### src/rtl/multi_txn_ctrl.sv
`default_nettype none
// ============================================================================
// Module      : multi_txn_ctrl
// Description : Round-robin multi-channel transaction engine with per-channel
//               error locking and sticky interrupt status.
// Revision    : 1.0  initial release
// ============================================================================
module multi_txn_ctrl #(
  parameter int NCH       = 4,
  parameter int ACK_LAT   = 5,
  parameter int ERR_LIMIT = 3
) (
  input  logic           clk,
  input  logic           rst,
  input  logic [NCH-1:0] req,
  input  logic [NCH-1:0] stop_in,
  input  logic [NCH-1:0] err_in,
  input  logic [NCH-1:0] irq_clr,
  input  logic [NCH-1:0] unlock,
  output logic           rdy,
  output logic           start,
  output logic [NCH-1:0] gnt,
  output logic [NCH-1:0] ack,
  output logic           endd,
  output logic           stop_o,
  output logic           er,
  output logic [NCH-1:0] lock,
  output logic [NCH-1:0] irq_stat,
  output logic           irq
);

  localparam int C_IW = (NCH > 1) ? $clog2(NCH) : 1;
  localparam int C_CW = $clog2(ERR_LIMIT + 1);
  localparam int C_LW = $clog2(ACK_LAT);
  localparam logic [NCH-1:0] C_ONE = NCH'(1);

  typedef enum logic [1:0] {
    S_IDLE  = 2'd0,
    S_RUN   = 2'd1,
    S_DONE  = 2'd2,
    S_ABORT = 2'd3
  } state_t;

  state_t              r_state;
  state_t              w_state_n;
  logic [C_IW-1:0]     r_gidx;
  logic [C_LW-1:0]     r_cnt;
  logic [C_CW-1:0]     r_ecnt [NCH];
  logic                r_rdy, r_start, r_endd, r_stop, r_er, r_irq;
  logic [NCH-1:0]      r_gnt, r_ack, r_lock, r_irq_stat;

  logic [NCH-1:0]      w_elig, w_oh, w_gnt_n, w_ack_n, w_lock_set, w_lock_n, w_irq_n;
  logic [C_IW-1:0]     w_cand, w_sel, w_gidx_n;
  logic                w_found, w_err, w_stop, w_launch, w_er_n, w_stop_n, w_done_n;

  always_comb begin
    w_elig = req & ~r_lock;
    w_sel   = '0;
    w_found = 1'b0;
    w_cand  = r_gidx;
    // r_gidx is the last owner, so the scan begins one channel past it
    for (int i = 0; i < NCH; i++) begin
      w_cand = (w_cand == C_IW'(NCH - 1)) ? '0 : w_cand + C_IW'(1);
      if (!w_found && w_elig[w_cand]) begin
        w_found = 1'b1;
        w_sel   = w_cand;
      end
    end

    w_err  = err_in[r_gidx];
    w_stop = stop_in[r_gidx];

    w_state_n = r_state;
    case (r_state)
      S_IDLE:  if (w_found) w_state_n = S_RUN;
      S_RUN: begin
        if (w_err || w_stop)                  w_state_n = S_ABORT;
        else if (r_cnt == C_LW'(ACK_LAT - 1)) w_state_n = S_DONE;
      end
      default: w_state_n = S_IDLE;
    endcase

    w_launch = (r_state == S_IDLE) && w_found;
    w_gidx_n = w_launch ? w_sel : r_gidx;
    w_oh     = C_ONE << w_gidx_n;
    w_er_n   = (r_state == S_RUN) && w_err;
    w_stop_n = (r_state == S_RUN) && !w_err && w_stop;
    w_done_n = (w_state_n == S_DONE);
    w_ack_n  = w_done_n ? w_oh : '0;
    w_gnt_n  = (w_state_n != S_IDLE) ? w_oh : '0;

    for (int ch = 0; ch < NCH; ch++) begin
      w_lock_set[ch] = w_er_n && (r_gidx == C_IW'(ch)) &&
                       (r_ecnt[ch] == C_CW'(ERR_LIMIT - 1));
    end
    w_lock_n = (r_lock & ~unlock) | w_lock_set;
    w_irq_n  = w_ack_n | w_lock_set | (r_irq_stat & ~irq_clr);
  end

  always_ff @(posedge clk) begin
    if (rst) r_state <= S_IDLE;
    else     r_state <= w_state_n;
  end

  always_ff @(posedge clk) begin
    if (rst) begin
      r_gidx     <= C_IW'(NCH - 1);
      r_cnt      <= '0;
      r_rdy      <= 1'b1;
      r_start    <= 1'b0;
      r_endd     <= 1'b0;
      r_stop     <= 1'b0;
      r_er       <= 1'b0;
      r_irq      <= 1'b0;
      r_gnt      <= '0;
      r_ack      <= '0;
      r_lock     <= '0;
      r_irq_stat <= '0;
      for (int ch = 0; ch < NCH; ch++) r_ecnt[ch] <= '0;
    end else begin
      r_gidx     <= w_gidx_n;
      r_cnt      <= w_launch ? '0 : ((r_state == S_RUN) ? r_cnt + C_LW'(1) : r_cnt);
      r_rdy      <= (w_state_n == S_IDLE);
      r_start    <= w_launch;
      r_endd     <= w_done_n;
      r_stop     <= w_stop_n;
      r_er       <= w_er_n;
      r_gnt      <= w_gnt_n;
      r_ack      <= w_ack_n;
      r_lock     <= w_lock_n;
      r_irq_stat <= w_irq_n;
      r_irq      <= |w_irq_n;
      // An outcome on the owning channel takes precedence over a coincident unlock
      for (int ch = 0; ch < NCH; ch++) begin
        if (w_er_n && (r_gidx == C_IW'(ch)))
          r_ecnt[ch] <= r_ecnt[ch] + C_CW'(1);
        else if (w_done_n && (r_gidx == C_IW'(ch)))
          r_ecnt[ch] <= '0;
        else if (unlock[ch])
          r_ecnt[ch] <= '0;
      end
    end
  end

  assign rdy      = r_rdy;
  assign start    = r_start;
  assign gnt      = r_gnt;
  assign ack      = r_ack;
  assign endd     = r_endd;
  assign stop_o   = r_stop;
  assign er       = r_er;
  assign lock     = r_lock;
  assign irq_stat = r_irq_stat;
  assign irq      = r_irq;

endmodule
`default_nettype wire

### config.mk
export PLATFORM = sky130hd
export DESIGN_NAME = multi_txn_ctrl
export DESIGN_NICKNAME = d
export VERILOG_FILES = /design/src/rtl/multi_txn_ctrl.sv
export SDC_FILE = /design/constraint.sdc
export NUM_CORES = 1
export LEC_CHECK = 0
export ABC_AREA = 1
export CAP_MARGIN = 30
export CORE_MARGIN = 5
export CORE_UTILIZATION = 45
export DETAILED_ROUTE_END_ITERATION = 8
export PLACE_DENSITY = 0.73
export SYNTH_ARGS = -nofsm -noshare
export SYNTH_HDL_FRONTEND = slang
export SYNTH_SLANG_ARGS = --single-unit
export TNS_END_PERCENT = 5
### constraint.sdc
create_clock -name clk -period 3.65 [get_ports clk]
set_input_delay 0.73 -clock clk [delete_from_list [all_inputs] [get_ports clk]]
set_output_delay 0.73 -clock clk [all_outputs]
set_load 0.01 [all_outputs]
==> flow_summary.json, run 1 <==
{
  "pre_cts_ws_ps": 808,
  "hp-class": "flop to flop",
  "ir_drop_mv": 0.376,
  "die_y_um": 75.9,
  "syn_area_mm2": 0.00196,
  "antenna_found_initial": 0,
  "syn_nets": 301,
  "firstDrtPassIters": 4,
  "finalCriticalPeriod_ps": 2690,
  "outcome": "finished clean",
  "syn_inst": 269,
  "ys.warnings.count": 0,
  "sw_frac_of_total_pct": 42.2,
  "drcViolationCount": 0,
  "critPathTopFamily": "simple AND/OR/NAND/NOR gates",
  "final_layout_size_suffix_gt1_share_pct": 9.12,
  "clk_latency_ps": 290,
  "hold_viol": 0,
  "clock-sinks": 37,
  "dp_hpwl_mm": 3.60,
  "power_frac_clock_pct": 21.3,
  "slew_headroom_pct": 63.2,
  "final_cell_mix": "79 x nand2_1, 43 x clkdlybuf4s50_1, 33 x inv_1",
  "ys_dominant_reg_cell": "dfxtp_1",
  "via_per_inst": 5.03,
  "synth-edff-count": 8,
  "fillers": 412,
  "gr-usage-met2_pct": 25.2,
  "cts_resized": 0,
  "cts-htree-levels": 2,
  "clk_pin_slew_ps": 70,
  "grt_pass1_wl_mm": 7.68,
  "synth_cell_types": 28,
  "post-route-period-util_pct": 73.6,
  "top_level_ports": 44,
  "power.density_mw_per_mm2": 642,
  "cp_common_cell": "nand2_1",
  "cts_root_buffer": "clkbuf_8",
  "use_met1_pct": 21.2,
  "nets": 349,
  "grt_pass1_vias": 1675,
  "setup_ws_ps": 964,
  "rsz0062_at_grt": "false",
  "rows": 24,
  "port_buffers": 43,
  "synth.ff_latch_count": 37,
  "cts_buffer_depth": 2,
  "n_antenna_cell": 0,
  "syn_area_per_cell_um2": 7.27,
  "grt_start_max_net_pins": 19,
  "cts_setup_buffers": 0,
  "grt_use_met3_pct": 4.62,
  "finalSetupViolCount": 0,
  "wire_per_inst_um": 12.5,
  "finalSetupTns_ps": 0,
  "critPathMaxStageDelay_ps": 660,
  "internal-power_mw": 0.946,
  "design.core.area_mm2": 0.00429,
  "area_delta_synth_final_pct": 30.4,
  "worst_pin_slew_ps": 551,
  "grt-ovfl-total": 0,
  "final_max_slew_viol_count": 0,
  "cp_slowest_cell": "dfxtp_1",
  "finalWirelength_mm": 4.61,
  "cts_made_buffers": 5,
  "start_kind": "flop",
  "initial_utilization_pct": 45.5,
  "detail-route-antenna-nets": 0,
  "cp.arrival_ps": 2920,
  "async_reset_ff_share_pct": 0,
  "path_buf_inv": 2,
  "path_cells": "inv_6 > ha_1 > inv_2 > nand2_1 > nand2_2 > nand2_1 > nand2_2 > nand3_2 > nand2_4 > nor2_1 > nand2_1 > nand2_4 > nand3_1 > nand2_1 > nor2_1 > a21oi_1",
  "die_x_um": 75.9,
  "final_common_cell": "nand2_1",
  "fin_skew_ps": 7.88,
  "max_freq_mhz": 372,
  "power_frac_comb_pct": 46.4,
  "criticalPathCategory": "flop to flop",
  "cp-end-kind": "flop",
  "top_usage_layer": "met2",
  "cts_hold_buf": 0,
  "dr.first_iter.drc_count": 140,
  "power.switching_mw": 0.690,
  "grt_usage_pct": 16.2,
  "cap_violations": 0,
  "seq_power_share_pct": 32.3,
  "crit_fanout": 9,
  "vias": 1861,
  "synth_seq_area_share_pct": 42.0,
  "post-route-util_pct": 59.4,
  "p_leak_nw": 1.11,
  "dieArea_mm2": 0.00576,
  "crit_required_ps": 3880,
  "cts_tree": "yes",
  "gp_congestion": 0.833
}
-- through the flow --
stage | hold WS, ps | instance area [um2] | instances | power (mW)
2_1_floorplan | 457 | 1960 | 269 | 1.09
3_3_place_gp | 477 | 2440 | 362 | 1.28
3_5_place_dp | 483 | 2440 | 362 | 1.29
4_1_cts | 494 | 2550 | 370 | 1.64
5_1_grt | 545 | 2550 | 370 | 1.76
6_report | 496 | 2550 | 370 | 1.64
-- path summary, 6_finish.rpt --
kind / start / endpoint / slack, ps / cells past startpoint
max reg2reg: r_gidx[0] / irq / 960 / 16
min reg2reg: r_cnt[0] / r_cnt[0] / 500 / 2
min: r_cnt[0] / r_cnt[0] / 500 / 2
max: r_gidx[0] / irq / 960 / 16
-- cell families (layout without fill, tap and decap cells) --
family          count (synthesis)  in the layout  synth area share [%]
flops                          37             37                  42.0
compound gates                 25             25                  7.17
simple gates                  154            154                  35.3
xor+xnor                        1              1                 0.448
fa+ha+maj                      10             10                  6.40
buf+inv                        42             91                  8.70
-- power groups by stage --
| stage | Clock (mW) | Combinational (mW) | Sequential [mW] |
|---|---|---|---|
| floorplan | 0 | 0.560 | 0.529 |
| global placement | 0 | 0.745 | 0.536 |
| detailed placement | 0 | 0.752 | 0.537 |
| CTS | 0.355 | 0.756 | 0.528 |
| global route | 0.376 | 0.853 | 0.536 |
| finish | 0.348 | 0.759 | 0.529 |
-- state kept, by name, indices dropped and copies added (netlist names) --
signal    flops
r_ecnt        8
ack           4
gnt           4
irq_stat      4
lock          4
r_cnt         3
r_gidx        2
r_state       2
endd          1
er            1
irq           1
rdy           1
start         1
stop_o        1
-- routing by layer --
metal	wire, um	vias to the layer above
met5	0	-
met4	93	0
met3	315	9
met2	2080	59
met1	2130	843
li1	-	950
-- Yosys cell counts, drive strengths merged (2+ instances only) --
cell type / n / area (um2)
nand2: 89 / 374
nor3: 6 / 30.0
edfxtp: 8 / 240
dfxtp: 29 / 581
clkbuf: 2 / 7.51
inv: 38 / 148
o21ai: 8 / 40.0
nor2: 33 / 139
nand4: 7 / 43.8
ha: 10 / 125
a21oi: 13 / 68.8
nand3: 17 / 90.1
-- area by class of cell --
class / instances / area, um2 / share of cell area (%)
well taps: 52 / 65.1 / 2.55
repair buffers: 44 / 438 / 17.2
flip-flops and latches: 37 / 821 / 32.2
clock buffers: 5 / 68.8 / 2.70
inverters: 39 / 151 / 5.94
multi-input cells: 190 / 965 / 37.8
clock inverters: 3 / 41.3 / 1.62
-- worst min-delay path, cell delays in order, from the launching register on --
cell	delay, ps
dfxtp_1	320
nand2_1	70
a21oi_1	60
Note: power is estimated with default switching activity, not from simulation.
==> inputs of run 2 (changes only) <==
- clock period: 3.65 -> 2.6 ns (I/O delays scaled with it)
==> flow_summary.json, run 2 (synthesis results as in run 1) <==
{
  "finalSetupTns_ps": 0,
  "finalWirelength_mm": 4.73,
  "cts_made_buffers": 5,
  "rr_worst_depth": 12,
  "hold_viol": 0,
  "finalSetupViolCount": 0,
  "grt_start_max_net_pins": 15,
  "wire_per_inst_um": 12.6,
  "rrSetupSlack_ps": 130,
  "worstReg2RegStart": "r_gidx[1]",
  "critPathMaxStageDelay_ps": 420,
  "stdcell_area_mm2": 0.00258,
  "antenna_found_initial": 0,
  "finalCriticalPeriod_ps": 2470,
  "grt_pass1_vias": 1755,
  "initial_utilization_pct": 45.5,
  "via_per_inst": 4.94,
  "n_antenna_cell": 0,
  "cap_violations": 0,
  "final_common_cell": "nand2_1",
  "cts-htree-levels": 2,
  "grt_pass1_wl_mm": 7.94,
  "nets": 353,
  "dr.first_iter.drc_count": 76,
  "power.density_mw_per_mm2": 898,
  "r2r-end": "gnt[3]",
  "design.core.area_mm2": 0.00429,
  "grt-ovfl-total": 0,
  "ir_drop_mv": 0.510,
  "cts_buffer_depth": 2,
  "top_register": "r_ecnt",
  "path_cells": "inv_1 > ha_2 > inv_2 > nand2_1 > nand2_2 > nand2_1 > nand2_2 > nand3_2 > nand2_4 > o21ai_0 > inv_1 > nor3_1",
  "rsz0062_at_grt": "false",
  "hold_path_end": "r_cnt[1]",
  "cts_setup_buffers": 0,
  "largest_reg_flops": 8,
  "final_layout_size_suffix_gt1_share_pct": 10.9,
  "clk_pin_slew_ps": 70,
  "cts_tree": "yes",
  "cts_root_buffer": "clkbuf_8",
  "outcome": "finished clean",
  "power_mw": 2.32,
  "path_buf_inv": 3,
  "vias": 1848,
  "start_kind": "flop",
  "hold_path_depth": 2,
  "crit_required_ps": 2780,
  "rows": 24,
  "top_level_ports": 44,
  "post-route-period-util_pct": 95.0,
  "detail-route-antenna-nets": 0,
  "dieArea_mm2": 0.00576,
  "post-route-util_pct": 60.2,
  "port_buffers": 43,
  "final_max_slew_viol_count": 0,
  "clock-sinks": 37,
  "drcViolationCount": 0,
  "criticalPathCategory": "flop to flop",
  "final_cell_mix": "79 x nand2_1, 43 x clkdlybuf4s50_1, 33 x inv_1",
  "crit_fanout": 8,
  "critPathTopFamily": "simple AND/OR/NAND/NOR gates",
  "clk_latency_ps": 290,
  "min_from": "r_cnt[1]",
  "die_x_um": 75.9,
  "cp.arrival_ps": 2650,
  "grt_usage_pct": 16.6,
  "cp-end-kind": "flop",
  "dpl_cell_area_mm2": 0.00247,
  "max_freq_mhz": 405,
  "gp_congestion": 0.806,
  "cp_slowest_cell": "ha_2",
  "p_leak_nw": 1.13,
  "firstDrtPassIters": 4,
  "fin_skew_ps": 9.89,
  "die_y_um": 75.9,
  "slew_headroom_pct": 71.9,
  "dp_hpwl_mm": 3.72,
  "area_delta_synth_final_pct": 32.1,
  "worst_pin_slew_ps": 421,
  "hp-class": "flop to flop"
}
[run 2: cell types whose count changed in the layout (fill, tap and decap cells not counted), sizes merged]
cell and change:
clkbuf +1, clkinvlp -1, buf +4
[run 2: worst max-delay path by stage]
| stage | start | to | slack, ps | cells past startpoint |
|---|---|---|---|---|
| floorplan | r_gidx[0] | irq | 440 | 17 |
| global placement | req[3] | gnt[2] | 200 | 11 |
| detailed placement | req[3] | gnt[3] | 110 | 11 |
| CTS | r_gidx[0] | gnt[3] | 60 | 12 |
| global route | r_gidx[1] | gnt[3] | 5 | 12 |
| finish | r_gidx[1] | gnt[3] | 130 | 12 |
[run 2: worst reg2reg max path, delay by kind of cell, from the launching register on]
family          cells  cell delay, ps
simple gates        7             810
fa+ha+maj           1             420
flops               1             410
buf+inv             3             390
compound gates      1             330
[run 2: final cells by class]
type | instances | area, um2
Timing Repair Buffer | 48 | 468
Sequential cell | 37 | 822
Tap cell | 52 | 65.1
Clock buffer | 6 | 72.6
Clock inverter | 2 | 33.8
Inverter | 39 | 151
Fill cell | 397 | 1710
Multi-Input combinational cell | 190 | 971
[run 2: metrics by stage]
step                      std cells  setup slack, ps  hold WS, ps
after floorplan                 269              445          457
after global placement          366              199          474
after detailed placement        366              109          481
after CTS                       374             59.3          496
after global routing            374             4.93          517
final                           374              131          492
[run 2: routing by layer]
layer  track usage [%]  up-vias  routed length (um)
met5                 0        -                   0
met4              4.45        0                  44
met3              4.38        6                 357
met2              28.3       55                2290
met1              20.5      836                2040
li1                  -      951                   -
[run 2: what timing repair did]
item / in CTS / in global routing
resized for setup: 0 / 3
hold buffers: 0 / 0
endpoints found under the setup margin: 0 / 7
[run 2: power breakdown]
part	switching [mW]	total (mW)	leakage (nW)	internal (mW)
logic	0.723	1.11	0.751	0.390
clock network	0.198	0.481	0.0528	0.283
registers	0.0505	0.727	0.325	0.676
